## src/rtl/lcd_char_ctrl.sv

```systemverilog
// HD44780-compatible character-LCD controller: power-up wait, init command ROM,
// then continuous refresh of a ROWS x COLS character buffer in 8- or 4-bit bus mode.
module lcd_char_ctrl #(
  parameter int         ROWS      = 2,
  parameter int         COLS      = 16,
  parameter int         BUS4      = 0,
  parameter int         PWRUP_CYC = 1_000_000,
  parameter int         SLOT_CYC  = 100_000,
  parameter logic [7:0] INIT_CHAR = 8'h20,
  localparam int        AW        = $clog2(ROWS * COLS)
) (
  input  logic          clk,
  input  logic          rst,
  input  logic          wr_en,
  input  logic [AW-1:0] wr_addr,
  input  logic [7:0]    wr_data,
  output logic          lcd_en,
  output logic          lcd_rw,
  output logic          lcd_rs,
  output logic [7:0]    lcd_data,
  output logic          init_done,
  output logic          frame_done
);

  // state   | meaning
  // S_PWRUP | power-up wait, bus idle
  // S_INIT  | replaying the init command ROM
  // S_ADDR  | sending the DDRAM address command for the current row
  // S_CHAR  | sending the buffer byte for the current row/col
  localparam logic [1:0] S_PWRUP = 2'd0;
  localparam logic [1:0] S_INIT  = 2'd1;
  localparam logic [1:0] S_ADDR  = 2'd2;
  localparam logic [1:0] S_CHAR  = 2'd3;

  localparam int NCELL = ROWS * COLS;
  localparam int TW    = $clog2(SLOT_CYC);
  localparam int PW    = $clog2(PWRUP_CYC + 1);
  localparam bit B4    = (BUS4 != 0);
  localparam int NINIT = B4 ? 9 : 5;

  localparam logic [TW-1:0] T_LAST   = TW'(SLOT_CYC - 1);
  localparam logic [TW-1:0] T_EN_HI  = TW'(SLOT_CYC - 2);
  localparam logic [TW-1:0] T_EN_LO  = TW'(SLOT_CYC / 2 - 1);
  localparam logic [PW-1:0] PW_LOAD  = PW'(PWRUP_CYC - 1);
  localparam logic [3:0]    IDX_LAST = 4'(NINIT - 1);
  localparam logic [1:0]    R_LAST   = 2'(ROWS - 1);
  localparam logic [5:0]    C_LAST   = 6'(COLS - 1);
  localparam logic [AW:0]   NCELL_W  = (AW + 1)'(NCELL);

  if (!(ROWS == 1 || ROWS == 2 || ROWS == 4)) begin : g_bad_rows
    $error("lcd_char_ctrl: ROWS must be 1, 2 or 4");
  end
  if (COLS < 8 || COLS > 40) begin : g_bad_cols
    $error("lcd_char_ctrl: COLS must be 8..40");
  end
  if (SLOT_CYC < 4 || (SLOT_CYC % 2) != 0) begin : g_bad_slot
    $error("lcd_char_ctrl: SLOT_CYC must be even and >= 4");
  end

  logic [1:0]    state, st_n;
  logic [PW-1:0] pw_tmr;
  logic [TW-1:0] slot_tmr, tmr_n;
  logic [3:0]    init_idx, idx_n;
  logic [1:0]    row, row_n;
  logic [5:0]    col, col_n;
  logic          nib, nib_n;
  logic [7:0]    cur_byte, byte_n;
  logic [AW-1:0] rd_addr;
  logic          slot_end, step, en_n, fd_n, single;
  logic [7:0]    buf_mem [NCELL];

  // In 4-bit mode the first four init entries are lone high-nibble slots.
  function automatic logic [7:0] init_cmd(input logic [3:0] i);
    logic [7:0] c;
    c = 8'h0C;
    if (B4) begin
      case (i)
        4'd0, 4'd1, 4'd2: c = 8'h30;
        4'd3:             c = 8'h20;
        4'd4:             c = 8'h28;
        4'd5:             c = 8'h08;
        4'd6:             c = 8'h01;
        4'd7:             c = 8'h06;
        default:          c = 8'h0C;
      endcase
    end else begin
      case (i)
        4'd0:    c = 8'h38;
        4'd1:    c = 8'h08;
        4'd2:    c = 8'h01;
        4'd3:    c = 8'h06;
        default: c = 8'h0C;
      endcase
    end
    return c;
  endfunction

  function automatic logic [7:0] row_base(input logic [1:0] r);
    logic [7:0] b;
    case (r)
      2'd0:    b = 8'h00;
      2'd1:    b = 8'h40;
      2'd2:    b = 8'(COLS);
      default: b = 8'(64 + COLS);
    endcase
    return b;
  endfunction

  assign single = B4 && (init_idx < 4'd4);

  always_comb begin
    slot_end = (state != S_PWRUP) && (slot_tmr == '0);
    step     = slot_end || ((state == S_PWRUP) && (pw_tmr == '0));
    st_n     = state;
    idx_n    = init_idx;
    row_n    = row;
    col_n    = col;
    nib_n    = nib;
    if (step) begin
      case (state)
        S_PWRUP: begin
          st_n  = S_INIT;
          idx_n = 4'd0;
          nib_n = 1'b0;
        end
        S_INIT: begin
          if (B4 && !nib && !single) begin
            nib_n = 1'b1;
          end else begin
            nib_n = 1'b0;
            if (init_idx == IDX_LAST) begin
              st_n  = S_ADDR;
              row_n = 2'd0;
            end else begin
              idx_n = init_idx + 4'd1;
            end
          end
        end
        S_ADDR: begin
          if (B4 && !nib) begin
            nib_n = 1'b1;
          end else begin
            nib_n = 1'b0;
            st_n  = S_CHAR;
            col_n = 6'd0;
          end
        end
        default: begin
          if (B4 && !nib) begin
            nib_n = 1'b1;
          end else begin
            nib_n = 1'b0;
            if (col == C_LAST) begin
              st_n  = S_ADDR;
              col_n = 6'd0;
              row_n = (row == R_LAST) ? 2'd0 : row + 2'd1;
            end else begin
              col_n = col + 6'd1;
            end
          end
        end
      endcase
    end
  end

  // The byte for the slot about to start is looked up from the next-state
  // position, so the buffer is sampled on the edge that opens the slot.
  assign rd_addr = AW'(int'(row_n) * COLS + int'(col_n));

  always_comb begin
    byte_n = buf_mem[rd_addr];
    case (st_n)
      S_INIT:  byte_n = init_cmd(idx_n);
      S_ADDR:  byte_n = 8'h80 | row_base(row_n);
      default: ;
    endcase
  end

  // Slot timer counts down SLOT_CYC-1..0; slot position s = SLOT_CYC-1-slot_tmr.
  always_comb begin
    if (state == S_PWRUP) tmr_n = T_LAST;
    else if (slot_end)    tmr_n = T_LAST;
    else                  tmr_n = slot_tmr - 1'b1;
    en_n = (st_n != S_PWRUP) && (tmr_n <= T_EN_HI) && (tmr_n >= T_EN_LO);
    fd_n = (st_n == S_CHAR) && (tmr_n == '0) && (row_n == R_LAST) &&
           (col_n == C_LAST) && (!B4 || nib_n);
  end

  always_ff @(posedge clk) begin
    if (rst) begin
      state      <= S_PWRUP;
      pw_tmr     <= PW_LOAD;
      slot_tmr   <= T_LAST;
      init_idx   <= 4'd0;
      row        <= 2'd0;
      col        <= 6'd0;
      nib        <= 1'b0;
      cur_byte   <= 8'h00;
      lcd_en     <= 1'b0;
      lcd_rs     <= 1'b0;
      lcd_data   <= 8'h00;
      init_done  <= 1'b0;
      frame_done <= 1'b0;
    end else begin
      state      <= st_n;
      init_idx   <= idx_n;
      row        <= row_n;
      col        <= col_n;
      nib        <= nib_n;
      slot_tmr   <= tmr_n;
      lcd_en     <= en_n;
      frame_done <= fd_n;
      if ((state == S_PWRUP) && (pw_tmr != '0)) pw_tmr <= pw_tmr - 1'b1;
      if (step) begin
        lcd_rs <= (st_n == S_CHAR);
        if (!nib_n) begin
          cur_byte <= byte_n;
          lcd_data <= B4 ? {byte_n[7:4], 4'h0} : byte_n;
        end else begin
          lcd_data <= {cur_byte[3:0], 4'h0};
        end
        if ((state == S_INIT) && (st_n == S_ADDR)) init_done <= 1'b1;
      end
    end
  end

  always_ff @(posedge clk) begin
    if (rst) begin
      for (int i = 0; i < NCELL; i++) buf_mem[i] <= INIT_CHAR;
    end else if (wr_en && ({1'b0, wr_addr} < NCELL_W)) begin
      buf_mem[wr_addr] <= wr_data;
    end
  end

  assign lcd_rw = 1'b0;

endmodule
```

## config.mk

```make
export PLATFORM = sky130hd
export DESIGN_NAME = lcd_char_ctrl
export DESIGN_NICKNAME = d
export VERILOG_FILES = /design/src/rtl/lcd_char_ctrl.sv
export SDC_FILE = /design/constraint.sdc
export NUM_CORES = 1
export LEC_CHECK = 0
export CAP_MARGIN = 20
export CORE_MARGIN = 1.5
export CORE_UTILIZATION = 45
export DETAILED_ROUTE_END_ITERATION = 12
export PLACE_DENSITY = 0.61
export SYNTH_ARGS = -nofsm -noshare
export SYNTH_HDL_FRONTEND = slang
export SYNTH_SLANG_ARGS = --single-unit
```

## constraint.sdc

```tcl
create_clock -name clk -period 4.7 [get_ports clk]
set_input_delay 1.41 -clock clk [delete_from_list [all_inputs] [get_ports clk]]
set_output_delay 1.41 -clock clk [all_outputs]
set_load 0.02 [all_outputs]
```

==> results of run 1 <==
logic make-up (layout without fill, tap and decap cells):
kind of cell,count (synthesis),after routing,share of synthesized area [%]
DFF,319,319,56.8
and+or+nand+nor,602,602,21.7
AOI/OAI and AO/OA,164,164,7.45
adders and majority gates,10,10,0.794
buffers and inverters,97,144,2.65
xor gates and xnor gates,30,30,1.71
muxes,113,113,8.93
other,1,2,0.0238
layout by cell type, fill, tap and decap left out, types with 8 or more instances in the layout:
cell type        instances
edfxtp_1               256
and2_1                 226
nor2_1                 106
dfxtp_1                 63
mux2i_1                 62
nand2_1                 57
or3_1                   41
clkbuf_16               38
or2_2                   37
buf_4                   32
mux2_2                  30
o21ai_0                 25
a21oi_1                 24
nand3_1                 23
a211oi_1                20
nor3_1                  19
mux4_2                  19
clkdlybuf4s50_1         19
xnor2_1                 18
and3_1                  18
inv_1                   16
nand2b_1                16
o22ai_1                 15
nor4_1                  12
xor2_1                  11
ha_1                    10
clkinv_1                10
a31oi_1                  9
nand3b_1                 9
nor2b_1                  8
o211ai_1                 8
buf_2                    8
state kept, by name, summed over array words and instances (netlist names):
name and count:
frame_done 1, lcd_data 8, init_done 1, init_idx 4
lcd_rs 1, row 2, lcd_en 1, col 6
slot_tmr 17, pw_tmr 20, state 2, buf_mem 256
worst register-to-register path, delay by kind of cell (launching register included):
| kind | cells | cell delay, ns |
|---|---|---|
| buffers and inverters | 2 | 0.48 |
| multiplexers | 1 | 0.15 |
| adder cells (fa/ha/maj) | 1 | 0.19 |
| flip-flops | 1 | 0.37 |
| AO/OA/AOI/OAI | 4 | 1.61 |
| AND/OR/NAND/NOR | 3 | 1.25 |
power by group:
part | internal, mW | switching [mW] | leakage [nW] | total [mW]
registers | 3.17 | 0.0454 | 2.96 | 3.21
logic | 0.0790 | 0.175 | 3.03 | 0.254
clock network | 1.78 | 1.15 | 0.602 | 2.93
cells in the mapped netlist (18+ instances only):
library cell and instances:
edfxtp_1 256, and2_1 226, nor2_1 106, dfxtp_1 63, mux2i_1 63, clkbuf_1 59
nand2_1 57, or3_1 41, or2_2 37, mux2_2 30, o21ai_0 25, a21oi_1 24
nand3_1 23, a211oi_1 20, mux4_2 19, nor3_1 19, and3_1 18, xnor2_1 18
per-layer routing:
layer / routed length (µm) / share of wire (%)
met1: 18600 / 44
met2: 19900 / 47
met3: 2680 / 6.3
met4: 1480 / 3.5
met5: 0 / 0
worst min path at each step:
| stage | end | slack, ns | from | cells past startpoint |
|---|---|---|---|---|
| 6_report | lcd_rs | 0.45 | lcd_rs | 2 |
| 5_1_grt | lcd_rs | 0.47 | lcd_rs | 2 |
| 4_1_cts | lcd_rs | 0.46 | lcd_rs | 2 |
| 3_5_place_dp | lcd_rs | 0.45 | lcd_rs | 2 |
| 3_3_place_gp | slot_tmr[0] | 0.44 | slot_tmr[0] | 1 |
| 2_1_floorplan | slot_tmr[0] | 0.42 | slot_tmr[0] | 1 |
final cells by class:
| class | instances | area (µm²) |
|---|---|---|
| diodes | 1 | 2.50 |
| clock buffers | 45 | 997 |
| clock inverters | 22 | 240 |
| fillers | 3048 | 16800 |
| inverters | 16 | 60.1 |
| multi-input cells | 920 | 6420 |
| flip-flops and latches | 319 | 8950 |
| well taps | 455 | 569 |
| repair buffers | 61 | 510 |
==> summary.md, run 1 <==
| Metric | Value |
|---|---|
| Status | `completed` |
| WP data arrival | `4.55 ns` |
| Port bufs | `27` |
| GRT Overall Usage | `24.0%` |
| Worst setup path endpoint | `lcd_data[5]` |
| Netlist cell types | `77` |
| Dpl ws | `0.651 ns` |
| DP Area | `16500 µm²` |
| CTS resizes | `0` |
| Share of the synthesized area in the top cell type | `48.8%` |
| I/O Pins | `29` |
| Main synth FF type | `edfxtp_1` |
| Final hold viol count | `0` |
| Crit path capture type | `flip-flop` |
| Vias in the first global route | `10.5k` |
| Post-Syn Instances | `1336` |
| Critical path class | `reg2reg` |
| Drt drc | `0` |
| Final min period | `4.10 ns` |
| # nets final | `1381` |
| Register bit count reported by yosys | `319` |
| RSZ-0062 raised after global routing | `false` |
| DP HPWL | `28000 µm` |
| FP Rows | `68` |
| Yosys warns | `0` |
| Tot Pwr | `6.40 mW` |
| Wire per inst | `23.2 µm` |
| Worst-skew pair later-pin latency | `0.53 ns` |
| Min setup slack post-route | `0.604 ns` |
| Leakage power | `6.59 nW` |
| Clock Sinks | `319` |
| Mapped Area | `15800 µm²` |
| Fin crit share | `87.1%` |
| Final instance area | `17700 µm²` |
| CP startpoint kind | `flip-flop` |
| DRT Wirelength | `42700 µm` |
| Post-layout util | `51.4%` |
| Worst-margin pin slew | `0.958 ns` |
| Post-DR vias/cell | `5.80` |
| First-pass GRT wire length | `64300 µm` |
| Clock transition at the registers of the reported paths | `0.06 ns` |
| Clk_skew | `0.0255 ns` |
| Crit. Startpoint | `slot_tmr[0]` |
| Largest net degree at the start of global routing | `53` |
| R2R Path End | `lcd_data[5]` |
| Worst r2r src | `slot_tmr[0]` |
| Synth top area cells | `edfxtp_1 49%, and2_1 9.0%, dfxtp_1 8.0%, mux2i_1 4.0%, mux4_2 2.7%` |
| Maximum buffer depth of the clock tree | `3` |
| Max-cap violations | `0` |
| Post-synth EDFFs | `256` |
| Slew HR | `34.8%` |
| Async SR Flop Fraction | `0%` |
| Sequential-to-total area share from yosys stat | `56.8%` |
| Critical path buffer and inverter count | `2` |
| CTS tree | `yes` |
| Routed vias | `10.7k` |
| Die Ht | `190 µm` |
| Drt pass-1 iters | `5` |
| Critical Path RT | `5.16 ns` |
| Antenna violations before repair | `1` |
| Maximum vdd drop | `0.000243 V` |
| Initial Utilization | `45.6%` |
| GR met3 Demand/Resource | `3.98%` |
| R2r worst-path depth | `11` |
| Synthesized Nets | `1362` |
| Critical path depth in cells | `11` |
| Fmax | `244 MHz` |
| Final GP Congestion | `0.935` |
| Die X | `190 µm` |
| Family with the most delay on the worst path | `compound AO/OA/AOI/OAI gates` |
| Post-CTS Setup Inserts | `0` |
| Finished Layout Cells | `1839` |
| TNS Setup | `0 ns` |
| Max-slew violation count | `0` |
| Cell Chain, Critical Path | `inv_1 > ha_1 > nand2b_1 > or4b_1 > o41ai_4 > nand2_8 > buf_4 > mux2i_1 > a2111oi_0 > o31ai_1 > o22ai_1` |
| Cells after DPL | `1771` |
| Full die area | `36200 µm²` |
| Inserted Clock Buffers | `37` |
| H-tree Lvls | `2` |
| Avg Inst Size Synth | `11.8 µm²` |
| Routing usage on met1 | `32.9%` |
| Core box area | `34500 µm²` |
| Layout area overhead | `12.6%` |
| Hold-fix buffer count after cts | `0` |
| Final setup vio count | `0` |
| Total grt overflow | `0` |
| Busiest metal layer after global routing | `met2` |
| Final hold slack | `0.454 ns` |
| Share of layout cells above drive strength 1 | `14.2%` |
| Final ANT Viol Nets | `0` |
| Pwr dens | `361 nW/µm²` |
| Hold Path Class | `reg2reg` |
| Yosys top cell by area | `edfxtp_1` |
| Reg2Reg Setup Slack | `0.60 ns` |
| Crit-path max FO | `52` |
| Met2 Track Usage GR | `38.5%` |
| Max stage delay on crit path | `0.76 ns` |
| Clock root buffer | `clkbuf_16` |
| DRT iter0 DRCs | `872` |
| CP max-delay cell | `a2111oi_0` |
Power figures use the tool's default switching activity.
==> run 2, diff against run 1 <==
--- a/config.mk
+++ b/config.mk
@@ -5,6 +5,7 @@
 export SDC_FILE = /design/constraint.sdc
 export NUM_CORES = 1
 export LEC_CHECK = 0
+export ABC_AREA = 1
 export CAP_MARGIN = 20
 export CORE_MARGIN = 1.5
 export CORE_UTILIZATION = 45
==> summary.md, run 2 <==
| Metric | Value |
|---|---|
| Register bit count reported by yosys | `319 (unchanged)` |
| Port bufs | `27 (unchanged)` |
| CP startpoint kind | `flip-flop` |
| Antenna violations before repair | `0 (-1)` |
| Avg Inst Size Synth | `8.59 µm² (-27%)` |
| Pwr dens | `396 nW/µm² (+9.8%)` |
| Clk_skew | `0.0171 ns (-0.00834 ns)` |
| Post-Syn Instances | `1824 (+37%)` |
| Clock transition at the registers of the reported paths | `0.06 ns (about the same)` |
| Inserted Clock Buffers | `37 (unchanged)` |
| Critical Path RT | `5.13 ns (-0.03 ns)` |
| Share of layout cells above drive strength 1 | `6.13% (-8.0 points)` |
| Maximum vdd drop | `0.000225 V (-7.5%)` |
| CP dominant cell by count | `nand2_4` |
| CP max-delay cell | `nand2_4` |
| Post-CTS Setup Inserts | `0 (unchanged)` |
| Yosys warns | `0 (unchanged)` |
| Synthesized Nets | `1850 (+36%)` |
| Leakage power | `6.90 nW (+4.7%)` |
| Tot Pwr | `6.82 mW (+6.5%)` |
| Die Ht | `190 µm (-0.31%)` |
| Ant diodes | `0 (-1)` |
| DP Area | `16100 µm² (-2.2%)` |
| Cell Chain, Critical Path | `inv_1 > ha_1 > nand2_2 > nor2_4 > nand3_2 > nand2_4 > nand2_4 > nand2_2 > nand2_4 > buf_4 > o21ai_0 > o211ai_1 > o211ai_1 > nand2_1 > nand3_1 > a21oi_1` |
| Final setup vio count | `0 (unchanged)` |
| Worst hold path depth | `2 (unchanged)` |
| Max-cap violations | `0 (unchanged)` |
| Post-synth EDFFs | `256 (unchanged)` |
| DRT iter0 DRCs | `1158 (+33%)` |
| Hold Path Class | `reg2reg` |
| # nets final | `1842 (+33%)` |
| H-tree Lvls | `2 (unchanged)` |
| Post-DR vias/cell | `5.30 (-8.5%)` |
| Most frequent cells after synthesis | `430 x nand2_1, 401 x nor2_1, 256 x edfxtp_1` |
| Dpl ws | `0.956 ns (+0.305 ns)` |
| Final GP Congestion | `0.890 (-4.8%)` |
| Main synth FF type | `edfxtp_1` |
| Core box area | `34400 µm² (-0.49%)` |
| Largest Register | `buf_mem` |
| Mapped Area | `15700 µm² (-0.63%)` |
| Finished Layout Cells | `2298 (+25%)` |
| Max stage delay on crit path | `0.59 ns (-0.17 ns)` |
| Final min period | `3.82 ns (-0.277 ns)` |
| GRT Overall Usage | `23.3% (-0.75 points)` |
| Final instance area | `17200 µm² (-2.9%)` |
| Worst-margin pin slew | `0.946 ns (-0.0116 ns)` |
| Status | `completed` |
| Share of the synthesized area in the top cell type | `49.1% (+0.31 points)` |
| Total grt overflow | `0 (unchanged)` |
| Sequential-to-total area share from yosys stat | `57.1% (+0.36 points)` |
| RSZ-0062 raised after global routing | `false` |
| WP data arrival | `4.25 ns (-0.30 ns)` |
| CTS resizes | `0 (unchanged)` |
| Final hold viol count | `0 (unchanged)` |
| Most frequent cells in the layout | `430 x nand2_1, 401 x nor2_1, 256 x edfxtp_1` |
| Cells after DPL | `2232 (+26%)` |
| Wire per inst | `18.1 µm (-22%)` |
| Post-layout util | `50.1% (-1.3 points)` |
| Largest register FFs | `256 (unchanged)` |
| Most common cell after layout, fill and taps aside | `nand2_1` |
| CTS tree | `yes` |
| Max-slew violation count | `0 (unchanged)` |
| Maximum buffer depth of the clock tree | `3 (unchanged)` |
| R2r worst-path depth | `16 (+5)` |
| Final ANT Viol Nets | `0 (unchanged)` |
| Synth top area cells | `edfxtp_1 49%, nand2_1 10%, nor2_1 9.6%, dfxtp_1 8.1%, inv_1 4.2%` |
| TNS Setup | `0 ns (unchanged)` |
| Yosys top cell by area | `edfxtp_1` |
| Largest registers | `buf_mem: 256 flops, pw_tmr: 20 flops, slot_tmr: 17 flops` |
| Critical path class | `reg2reg` |
| Drt pass-1 iters | `5 (unchanged)` |
| FP Rows | `68 (unchanged)` |
| DRT Wirelength | `41600 µm (-2.6%)` |
| DP HPWL | `27100 µm (-2.9%)` |
| Crit-path max FO | `60 (+15%)` |
| Final hold slack | `0.458 ns (+0.00388 ns)` |
| Largest net degree at the start of global routing | `67 (+26%)` |
| Family with the most delay on the worst path | `simple AND/OR/NAND/NOR gates` |
| Top-count cell post-synth | `nand2_1` |
| Slew HR | `36.8% (+2.0 points)` |
| Async SR Flop Fraction | `0% (unchanged)` |
| Layout area overhead | `9.98%` |
| Critical path buffer and inverter count | `2 (unchanged)` |
| Worst-skew pair later-pin latency | `0.52 ns (about the same)` |
| First-pass GRT wire length | `65000 µm (+1.1%)` |
| Full die area | `35900 µm² (-0.62%)` |
| Routed vias | `12.2k (+14%)` |
| Netlist cell types | `47 (-39%)` |
| I/O Pins | `29 (unchanged)` |
| Crit path capture type | `flip-flop` |
| Clock root buffer | `clkbuf_16` |
| Critical path depth in cells | `16 (+5)` |
| Drt drc | `0 (unchanged)` |
| Die X | `190 µm (-0.31%)` |
| Fin crit share | `81.2% (-5.9 points)` |
| Vias in the first global route | `11.7k (+11%)` |
| Fmax | `262 MHz (+7.3%)` |
| Clock Sinks | `319 (unchanged)` |
| Hold-fix buffer count after cts | `0 (unchanged)` |
| Initial Utilization | `45.6% (-0.062 points)` |
| Min setup slack post-route | `0.882 ns (+0.277 ns)` |
run 2: cell count changes after synthesis, moves of 41 or more:
cell	delta
inv_1	+161
mux2i_1	-63
o21ai_0	+47
and2_1	-225
nand2_1	+373
nand3_1	+92
or3_1	-41
nor2_1	+295
run 2: per-layer routing:
layer,part of all wire (%),GRT usage (%),vias up
li1,-,-,5899
met1,43,31.7,5742
met2,47,38.7,475
met3,7.3,2.95,70
met4,2.4,7.33,0
met5,0,0,-
run 2: worst paths after layout:
kind / from / end / slack (ns)
setup / recovery: slot_tmr[0] / lcd_data[7] / 0.88
hold / removal: init_done / init_done / 0.46
setup reg to reg: slot_tmr[0] / lcd_data[7] / 0.88
hold reg to reg: init_done / init_done / 0.46
run 2: layout make-up:
class	instances	area, µm²
fill	3263	17100
sequential	319	8950
multi-input combinational	1228	5530
clock buffer	47	963
inverter	187	709
tap	455	569
timing repair buffer	43	390
clock inverter	19	115
run 2: tightest hold or removal path, stage by stage (launching register included):
cell and delay, ns:
dfxtp_1 0.31, inv_1 0.05, a21oi_1 0.05
run 2: cells by family (layout without fill, tap and decap cells):
group / after synthesis / after routing / share of synthesized area [%]
adder cells (fa/ha/maj): 10 / 10 / 0.799
buffers and inverters: 277 / 296 / 7.63
other: 1 / 1 / 0.0239
flip-flops: 319 / 319 / 57.1
XOR/XNOR: 17 / 17 / 0.951
AND/OR/NAND/NOR: 1038 / 1038 / 27.8
AO/OA/AOI/OAI: 162 / 162 / 5.70
run 2: power breakdown:
| group | internal [mW] | total, mW | leakage [nW] | switching [mW] |
|---|---|---|---|---|
| Sequential | 3.18 | 3.23 | 2.96 | 0.0497 |
| Clock | 1.50 | 2.62 | 0.530 | 1.11 |
| Combinational | 0.255 | 0.973 | 3.41 | 0.718 |
==> run 3, diff against run 2 <==
--- a/config.mk
+++ b/config.mk
@@ -10,7 +10,7 @@
 export CORE_MARGIN = 1.5
 export CORE_UTILIZATION = 45
 export DETAILED_ROUTE_END_ITERATION = 12
-export PLACE_DENSITY = 0.61
+export PLACE_DENSITY = 0.63
 export SYNTH_ARGS = -nofsm -noshare
 export SYNTH_HDL_FRONTEND = slang
 export SYNTH_SLANG_ARGS = --single-unit
==> constraint.sdc (replaced) <==
create_clock -name clk -period 3.5 [get_ports clk]
set_input_delay 1.05 -clock clk [delete_from_list [all_inputs] [get_ports clk]]
set_output_delay 1.05 -clock clk [all_outputs]
set_load 0.02 [all_outputs]
==> summary.md, run 3 (synthesized netlist as in run 2, its figures left out) <==
| Metric | Value |
|---|---|
| Status | `completed` |
| Port bufs | `27 (unchanged)` |
| Worst hold path depth | `2 (unchanged)` |
| Critical Path RT | `3.98 ns (-1.15 ns)` |
| Final hold viol count | `0 (unchanged)` |
| FP Rows | `68 (unchanged)` |
| Crit-path max FO | `43 (-28%)` |
| # nets final | `1875 (+1.8%)` |
| Critical path class | `reg2reg` |
| Hold path endpoint | `init_done` |
| Core box area | `34400 µm² (unchanged)` |
| Crit path capture type | `flip-flop` |
| Maximum vdd drop | `0.000455 V (+100%)` |
| Most frequent cells in the layout | `430 x nand2_1, 401 x nor2_1, 256 x edfxtp_1` |
| CP startpoint kind | `flip-flop` |
| Worst-skew pair later-pin latency | `0.55 ns (+0.03 ns)` |
| Hold Path Class | `reg2reg` |
| Register area | `8950 µm² (unchanged)` |
| Clock transition at the registers of the reported paths | `0.06 ns (about the same)` |
| Most common cell after layout, fill and taps aside | `nand2_1` |
| DRT iter0 DRCs | `973 (-16%)` |
| Max-cap violations | `0 (unchanged)` |
| TNS Setup | `0 ns (unchanged)` |
| Clock Sinks | `319 (unchanged)` |
| Max-slew violation count | `0 (unchanged)` |
| Wire per inst | `17.4 µm (-3.5%)` |
| DP HPWL | `26300 µm (-3.1%)` |
| Share of layout cells above drive strength 1 | `7.79% (+1.7 points)` |
| Clock root buffer | `clkbuf_16` |
| Max stage delay on crit path | `0.35 ns (-0.24 ns)` |
| Ant diodes | `0 (unchanged)` |
| RSZ-0062 raised after global routing | `false` |
| Multi-input logic area | `5560 µm² (+0.57%)` |
| Routed vias | `12.3k (+0.80%)` |
| Worst-margin pin slew | `0.839 ns (-0.107 ns)` |
| Slew HR | `44.1% (+7.2 points)` |
| Largest Register | `buf_mem` |
| H-tree Lvls | `2 (unchanged)` |
| CP max-delay cell | `nand2_4` |
| Fmax | `314 MHz (+20%)` |
| Fin crit share | `90.9% (+9.6 points)` |
| FILL cells | `3258 (-0.15%)` |
| Hold_sp | `init_done` |
| Largest net degree at the start of global routing | `59 (-12%)` |
| Clk_skew | `0.0231 ns (+0.00593 ns)` |
| Cell Chain, Critical Path | `inv_1 > ha_4 > nand2_2 > nor2_4 > nand3_2 > nand2_8 > buf_12 > nand3_2 > nand2_4 > buf_12 > nor2_1 > o211ai_1 > o211ai_1 > nand2_1 > nand3_1 > a21oi_1` |
| DRT Wirelength | `40600 µm (-2.2%)` |
| Antenna violations before repair | `1 (+1)` |
| Critical path buffer and inverter count | `3 (+1)` |
| Leakage power | `7.11 nW (+3.0%)` |
| Largest registers | `buf_mem: 256 flops, pw_tmr: 20 flops, slot_tmr: 17 flops` |
| Full die area | `35900 µm² (unchanged)` |
| CTS tree | `yes` |
| Final ANT Viol Nets | `0 (unchanged)` |
| R2R Path End | `lcd_data[7]` |
| Drt drc | `0 (unchanged)` |
| Family with the most delay on the worst path | `simple AND/OR/NAND/NOR gates` |
| Die X | `190 µm (unchanged)` |
| Layout area overhead | `12.6%` |
| First-pass GRT wire length | `63700 µm (-1.9%)` |
| Initial Utilization | `45.6% (unchanged)` |
| R2r worst-path depth | `16 (unchanged)` |
| Post-layout util | `51.3% (+1.2 points)` |
| Largest register FFs | `256 (unchanged)` |
| Pwr dens | `531 nW/µm² (+34%)` |
| Reg2Reg Setup Slack | `0.32 ns (-0.56 ns)` |
| Drt pass-1 iters | `5 (unchanged)` |
| Final min period | `3.18 ns (-0.637 ns)` |
| Post-DR vias/cell | `5.27 (-0.55%)` |
| Vias in the first global route | `11.8k (+0.76%)` |
| Total grt overflow | `0 (unchanged)` |
| Final GP Congestion | `0.902 (+1.4%)` |
| Worst r2r src | `slot_tmr[0]` |
| Inserted Clock Buffers | `36 (-2.7%)` |
| Crit. Startpoint | `slot_tmr[0]` |
| WP data arrival | `3.66 ns (-0.59 ns)` |
| I/O Pins | `29 (unchanged)` |
| Maximum buffer depth of the clock tree | `3 (unchanged)` |
| GRT Overall Usage | `23.1% (-0.20 points)` |
| Die Ht | `190 µm (unchanged)` |
| Final setup vio count | `0 (unchanged)` |
run 3: worst register-to-register path, stage by stage, from the launching register on:
cell and delay [ns]:
dfxtp_1 0.33, inv_1 0.13, ha_4 0.18, nand2_2 0.09
nor2_4 0.16, nand3_2 0.15, nand2_8 0.12, buf_12 0.10
nand3_2 0.16, nand2_4 0.35, buf_12 0.27, nor2_1 0.09
o211ai_1 0.31, o211ai_1 0.25, nand2_1 0.11, nand3_1 0.16
a21oi_1 0.16
run 3: per-stage QoR:
step	hold slack [ns]	area, µm²	total power [mW]	worst slack [ns]	cells
CTS	0.459	17600	9.39	0.182	2327
global placement	0.445	16500	5.78	0.215	2264
global route	0.493	17600	9.71	0.0298	2329
floorplan	0.442	15700	5.29	0.743	1824
finish	0.453	17600	9.36	0.319	2329
detailed placement	0.451	16500	5.79	0.194	2264
run 3: power breakdown:
| part | switching [mW] | leakage [nW] | internal (mW) |
|---|---|---|---|
| sequential | 0.0643 | 2.96 | 4.27 |
| combinational | 0.993 | 3.60 | 0.404 |
| clock | 1.51 | 0.541 | 2.11 |
run 3: cell type report:
| type | count | share of cell area, % |
|---|---|---|
| clock buffer | 44 | 5.28 |
| timing repair buffer | 77 | 4.18 |
| tap | 455 | 3.23 |
| clock inverter | 19 | 0.987 |
| multi-input combinational | 1228 | 31.5 |
| sequential | 319 | 50.8 |
| inverter | 187 | 4.02 |
run 3: worst max path at each step:
stage / endpoint / slack, ns / cells after the start
after global routing: frame_done / 0.03 / 20
after floorplan: lcd_data[2] / 0.74 / 23
after detailed placement: buf_mem[31][7] / 0.19 / 7
after global placement: buf_mem[22][0] / 0.21 / 8
final: lcd_data[7] / 0.32 / 16
after CTS: frame_done / 0.18 / 20
run 3: layer usage:
layer	vias to the layer above	global-route usage [%]	wire, µm
met1	5773	30.5	17300
met2	438	37.8	19000
li1	5964	-	-
met5	-	0	11
met3	106	3.76	2880
met4	2	9.62	1450
run 3: what timing repair did:
action / 4_1_cts / 5_1_grt
setup endpoints to repair: 0 / 4
gates resized for setup: 0 / 6
hold buffers: 0 / 0
buffers inserted: 0 / 2
